`config.mk`:
```
export PLATFORM = sky130hd
export DESIGN_NAME = cpu_run_ctrl
export DESIGN_NICKNAME = d
export VERILOG_FILES = /design/src/rtl/cpu_run_ctrl.sv
export SDC_FILE = /design/constraint.sdc
export NUM_CORES = 1
export LEC_CHECK = 0
export BUFFER_PORTS_ARGS = -buffer_cell sky130_fd_sc_hd__buf_2
export CORE_MARGIN = 2
export CORE_UTILIZATION = 52
export DETAILED_ROUTE_END_ITERATION = 10
export GPL_TIMING_DRIVEN = 1
export PLACE_DENSITY_LB_ADDON = 0.05
export SKIP_LAST_GASP = 1
export SYNTH_ARGS = -nofsm -noshare
export SYNTH_HDL_FRONTEND = slang
export SYNTH_SLANG_ARGS = --single-unit
export TNS_END_PERCENT = 50
```
`constraint.sdc`:
```
create_clock -name clk -period 2.3 [get_ports clk]
set_input_delay 0.115 -clock clk [delete_from_list [all_inputs] [get_ports clk]]
set_output_delay 0.115 -clock clk [all_outputs]
set_load 0.02 [all_outputs]
```
`src/rtl/cpu_run_ctrl.sv`:
```
// Run-control sequencer: debounced RUN/HALT and STEP buttons drive the CPU clock enable.
// Define CPU_RUN_CTRL_BKPT_EN to build the PC breakpoint comparator and BREAK state.
module cpu_run_ctrl #(
    parameter int unsigned DEBOUNCE_CYCLES = 500000,
    parameter int unsigned STEP_CYCLES     = 1
) (
    input  logic        clk,
    input  logic        rst_n,
    input  logic        btn_run_n,
    input  logic        btn_step_n,
    input  logic [31:0] pc,
    input  logic [31:0] bkpt_addr,
    input  logic        bkpt_valid,
    output logic        cpu_ce,
    output logic [1:0]  state,
    output logic        halted,
    output logic        bkpt_hit,
    output logic [31:0] ce_count
);

    localparam int unsigned CNT_W  = $clog2(DEBOUNCE_CYCLES);
    localparam int unsigned STEP_W = (STEP_CYCLES > 1) ? $clog2(STEP_CYCLES) : 1;
    localparam logic [CNT_W-1:0]  DB_MAX    = CNT_W'(DEBOUNCE_CYCLES - 1);
    localparam logic [STEP_W-1:0] STEP_LOAD = STEP_W'(STEP_CYCLES - 1);

    typedef enum logic [1:0] {
        StHalt  = 2'b00,
        StRun   = 2'b01,
        StStep  = 2'b10,
        StBreak = 2'b11
    } state_e;

    // Index 0 is RUN/HALT, index 1 is STEP.
    logic [1:0]       btn_raw;
    logic [1:0]       sync1_q, sync2_q;
    logic [1:0]       stable_q, stable_d;
    logic [1:0]       press_q, press_d;
    logic [CNT_W-1:0] db_cnt_q [2];
    logic [CNT_W-1:0] db_cnt_d [2];

    state_e            state_q, state_d;
    logic [STEP_W-1:0] step_cnt_q, step_cnt_d;
    logic              bkpt_hit_q, bkpt_hit_d;
    logic [31:0]       ce_count_q, ce_count_d;
    logic              run_press, step_press;
    logic              match;

    assign btn_raw = {btn_step_n, btn_run_n};

    always_ff @(posedge clk or negedge rst_n) begin
        if (!rst_n) begin
            sync1_q     <= 2'b11;
            sync2_q     <= 2'b11;
            stable_q    <= 2'b11;
            press_q     <= 2'b00;
            db_cnt_q[0] <= '0;
            db_cnt_q[1] <= '0;
        end else begin
            sync1_q  <= btn_raw;
            sync2_q  <= sync1_q;
            stable_q <= stable_d;
            press_q  <= press_d;
            db_cnt_q <= db_cnt_d;
        end
    end

    always_comb begin
        stable_d = stable_q;
        press_d  = 2'b00;
        for (int i = 0; i < 2; i++) begin
            db_cnt_d[i] = '0;
            if (sync2_q[i] != stable_q[i]) begin
                if (db_cnt_q[i] == DB_MAX) begin
                    stable_d[i] = sync2_q[i];
                    press_d[i]  = ~sync2_q[i];  // only a new low level counts as a press
                end else begin
                    db_cnt_d[i] = db_cnt_q[i] + CNT_W'(1);
                end
            end
        end
    end

    assign run_press  = press_q[0];
    assign step_press = press_q[1];

`ifdef CPU_RUN_CTRL_BKPT_EN
    logic bkpt_mask_q, bkpt_mask_d;

    assign match = (state_q == StRun) && bkpt_valid && (pc == bkpt_addr) && !bkpt_mask_q;

    // Mask stops a resumed CPU from re-breaking on the address it is parked at.
    always_comb begin
        bkpt_mask_d = bkpt_mask_q;
        if (state_q == StBreak && state_d != StBreak) begin
            bkpt_mask_d = 1'b1;
        end else if (pc != bkpt_addr) begin
            bkpt_mask_d = 1'b0;
        end
    end

    always_ff @(posedge clk or negedge rst_n) begin
        if (!rst_n) begin
            bkpt_mask_q <= 1'b0;
        end else begin
            bkpt_mask_q <= bkpt_mask_d;
        end
    end
`else
    logic unused_bkpt;

    assign match       = 1'b0;
    assign unused_bkpt = ^{pc, bkpt_addr, bkpt_valid};
`endif

    always_comb begin
        state_d    = state_q;
        step_cnt_d = step_cnt_q;
        bkpt_hit_d = 1'b0;
        unique case (state_q)
            StHalt, StBreak: begin
                if (run_press) begin
                    state_d = StRun;
                end else if (step_press) begin
                    state_d    = StStep;
                    step_cnt_d = STEP_LOAD;
                end
            end
            StRun: begin
                if (run_press) begin
                    state_d = StHalt;
                end else if (match) begin
                    state_d    = StBreak;
                    bkpt_hit_d = 1'b1;
                end
            end
            StStep: begin
                if (step_cnt_q == '0) begin
                    state_d = StHalt;
                end else begin
                    step_cnt_d = step_cnt_q - STEP_W'(1);
                end
            end
            default: state_d = StHalt;
        endcase
    end

    always_comb begin
        cpu_ce     = ((state_q == StRun) && !match) || (state_q == StStep);
        ce_count_d = ce_count_q;
        if (cpu_ce) begin
            ce_count_d = ce_count_q + 32'd1;
        end
    end

    always_ff @(posedge clk or negedge rst_n) begin
        if (!rst_n) begin
            state_q    <= StHalt;
            step_cnt_q <= '0;
            bkpt_hit_q <= 1'b0;
            ce_count_q <= '0;
        end else begin
            state_q    <= state_d;
            step_cnt_q <= step_cnt_d;
            bkpt_hit_q <= bkpt_hit_d;
            ce_count_q <= ce_count_d;
        end
    end

    assign state    = state_q;
    assign halted   = (state_q == StHalt) || (state_q == StBreak);
    assign bkpt_hit = bkpt_hit_q;
    assign ce_count = ce_count_q;

endmodule

```
==> flow_summary.toml <==
[logic_synthesis]
synth_nets = 415
ys_ff_latch = 80
yosysMostFrequentCell = "dfrtp_1"
synth.top_cell.area_share_pct = 50.1
netlist_area_sq_um = 3690
synthTopCellsByCount = "74 x dfrtp_1, 34 x xnor2_1, 30 x nor2_1"
synth_edf_count = 0
yosys-top-cells-area = "dfrtp_1 50%, xnor2_1 8.1%, xor2_1 5.5%, nand4_1 4.7%, dfstp_2 4.3%"
synthFlopType = "dfrtp_1"
yosysWarnings = 0
syn_avg_cell_area_sq_um = 10.8
synth_area_leader_cell = "dfrtp_1"
synth.distinct_cells = 41
async_reset_ff_share_pct = 100
ys_seq_area_share_pct = 54.4
syn_inst = 342

[global_route]
grt_pass1_vias = 2463
grt_max_degree = 44
grt-ovfl-total = 0
antenna_found_initial = 0
track_usage_pct = 18.6
grt_pass1_wl_um = 11300

[final_layout]
nNetsFinal = 465
drive_above_1_share_pct = 19.4
fill_cells = 588
fin_cells = 492
synthToLayoutAreaGrowth_pct = 16.2
seq_area_sq_um = 2010
antennaDiodeCount = 0
post-route-util_pct = 62.8
multiInputGateArea_sq_um = 1600
fin_area_sq_um = 4290

[drt]
drt-pass1-iter-count = 4
routed_wl_um = 6680
drtAntennaViolNets = 0
via_per_inst = 5.39
dr.first_iter.drc_count = 109
drcViolationCount = 0
vias = 2652
wl_per_cell_um = 13.6

[floorplanning]
die_area_sq_um = 7790
die_h_um = 88.3
rows = 30
ios = 106
start_util_pct = 54.1
core_area_sq_um = 6830
die_width_um = 88.3

[sta]
fin_skew_ns = 0.00976
worst_slew_pin_slew_ns = 0.584
max_slew_margin_pct = 60.7
finalSetupViolations = 0
hold_violations = 0
final_max_slew_viol_count = 0
finalSetupTns_ns = 0
worst_slack_ns = 0.203
fmax_mhz = 477
rsz0062_at_grt = "no"
finalCriticalPeriod_ns = 2.10
fin_crit_sh_pct = 91.2

[clock_network]
cts_setup_buffers = 0
clk_latency_ns = 0.34
clk_path_buf_depth = 2
cts_hold_buf = 3
cts_root_buffer = "clkbuf_8"
cts_made_buffers = 9
cts_tree = "yes"
h-tree-depth = 3
cts_resized = 0
clock-sinks = 80
path_clk_slew_ns = 0.08

[worst_setup_path]
cp-end-kind = "flop"
worstPathRequired_ns = 2.57
critical_path_peak_fanout = 6
crit_type = "flop to flop"
cp_data_arrival_time_ns = 2.37
cp-start-kind = "flop"

[placed_design]
dpl.hpwl_um = 4490
dp_cells = 474
portBuffers = 39
post_dp_cell_area_sq_um = 4040
gp_congestion = 0.775
place_ws_ns = 0.227

[power_and_ir_drop]
powerDensity_nw_per_um2 = 611
vdd_ir_drop_max_mv = 0.627
leakage_nw = 1.92

[run]
max_cap_viol_count = 0

[min_path]
hold_path_class = "input port to asynchronous set/reset pin"

[run_status]
outcome = "finished, final reports clean"
==> flip-flops by register name, indices dropped and copies added, names as in the netlist <==
name      cells
db_cnt_q     38
ce_count     32
press_q       2
stable_q      2
state         2
sync1_q       2
sync2_q       2
==> power breakdown <==
| group | switching, mW | internal, mW | leakage [nW] | total (mW) |
|---|---|---|---|---|
| sequential | 0.0106 | 1.42 | 1.09 | 1.43 |
| combinational | 0.0472 | 0.0243 | 0.719 | 0.0715 |
| clock | 0.486 | 0.635 | 0.108 | 1.12 |
==> placed cells by master, fill, tap and decap left out, drive strengths merged, types with 2 or more instances in the layout <==
master | netlist | routed
and3 | 7 | 7
or3 | 5 | 5
o31ai | 4 | 4
and2 | 4 | 4
clkinv | 0 | 2
bufinv | 0 | 2
nor4 | 3 | 3
dlygate4sd3 | 0 | 3
nand4 | 28 | 28
xnor2 | 34 | 34
dfstp | 6 | 6
buf | 2 | 47
nor3 | 5 | 5
nor2 | 30 | 30
inv | 9 | 9
clkbuf | 9 | 10
and4 | 9 | 9
nand2 | 17 | 17
o21ai | 8 | 8
nor4b | 2 | 2
a21oi | 12 | 12
dfrtp | 74 | 74
xor2 | 23 | 23
nand3b | 2 | 2
or4 | 5 | 5
mux2 | 3 | 3
nand3 | 25 | 25
or4b | 2 | 2
nor3b | 2 | 2
ha | 4 | 4
==> kinds of logic after synthesis <==
family / synth area share (%)
adder cells (fa/ha/maj): 1.36
buffers and inverters: 2.34
AND/OR/NAND/NOR: 23.1
multiplexers: 0.915
flip-flops: 54.4
other: 0.102
XOR/XNOR: 13.5
AO/OA/AOI/OAI: 4.27
==> worst paths after layout <==
| check | from | endpoint | slack, ns | depth (start not counted) |
|---|---|---|---|---|
| hold reg to reg | sync1_q[1] | sync2_q[1] | 0.36 | 0 |
| setup reg to reg | db_cnt_q[26] | stable_q[0] | 0.20 | 4 |
| min in group clk | sync1_q[1] | sync2_q[1] | 0.36 | 0 |
| max in group asynchronous | rst_n | sync1_q[1] | 1.34 | 3 |
| setup / recovery | db_cnt_q[26] | stable_q[0] | 0.20 | 4 |
| hold / removal | rst_n | ce_count[5] | 0.29 | 2 |
==> worst max-delay path, stage by stage, from the launching register on <==
cell	delay, ns
dfrtp_1	0.44
or4b_1	0.53
or4_4	0.58
nor2_1	0.12
mux2_2	0.34
==> stage by stage <==
stage / hold WS (ns) / total power, mW
after global routing: 0.332 / 2.73
final: 0.293 / 2.62
after CTS: 0.279 / 2.67
after global placement: 0.114 / 1.53
after detailed placement: 0.113 / 1.53
after floorplan: -0.181 / 1.48
==> routing by layer <==
layer / track usage (%) / wire length (um) / vias to the layer above
met5: 0 / 0 / -
met4: 8.68 / 100 / 0
met3: 3.26 / 198 / 8
met2: 27.7 / 3050 / 42
met1: 26.8 / 3330 / 1296
li1: - / - / 1306
==> cell type report <==
type | instances | area share (%)
Sequential cell | 80 | 46.8
Multi-Input combinational cell | 242 | 37.2
Timing Repair Buffer | 50 | 7.29
Clock buffer | 10 | 3.21
Tap cell | 96 | 2.80
Clock inverter | 5 | 1.89
Inverter | 9 | 0.787
(Power assumes the default switching activity.)
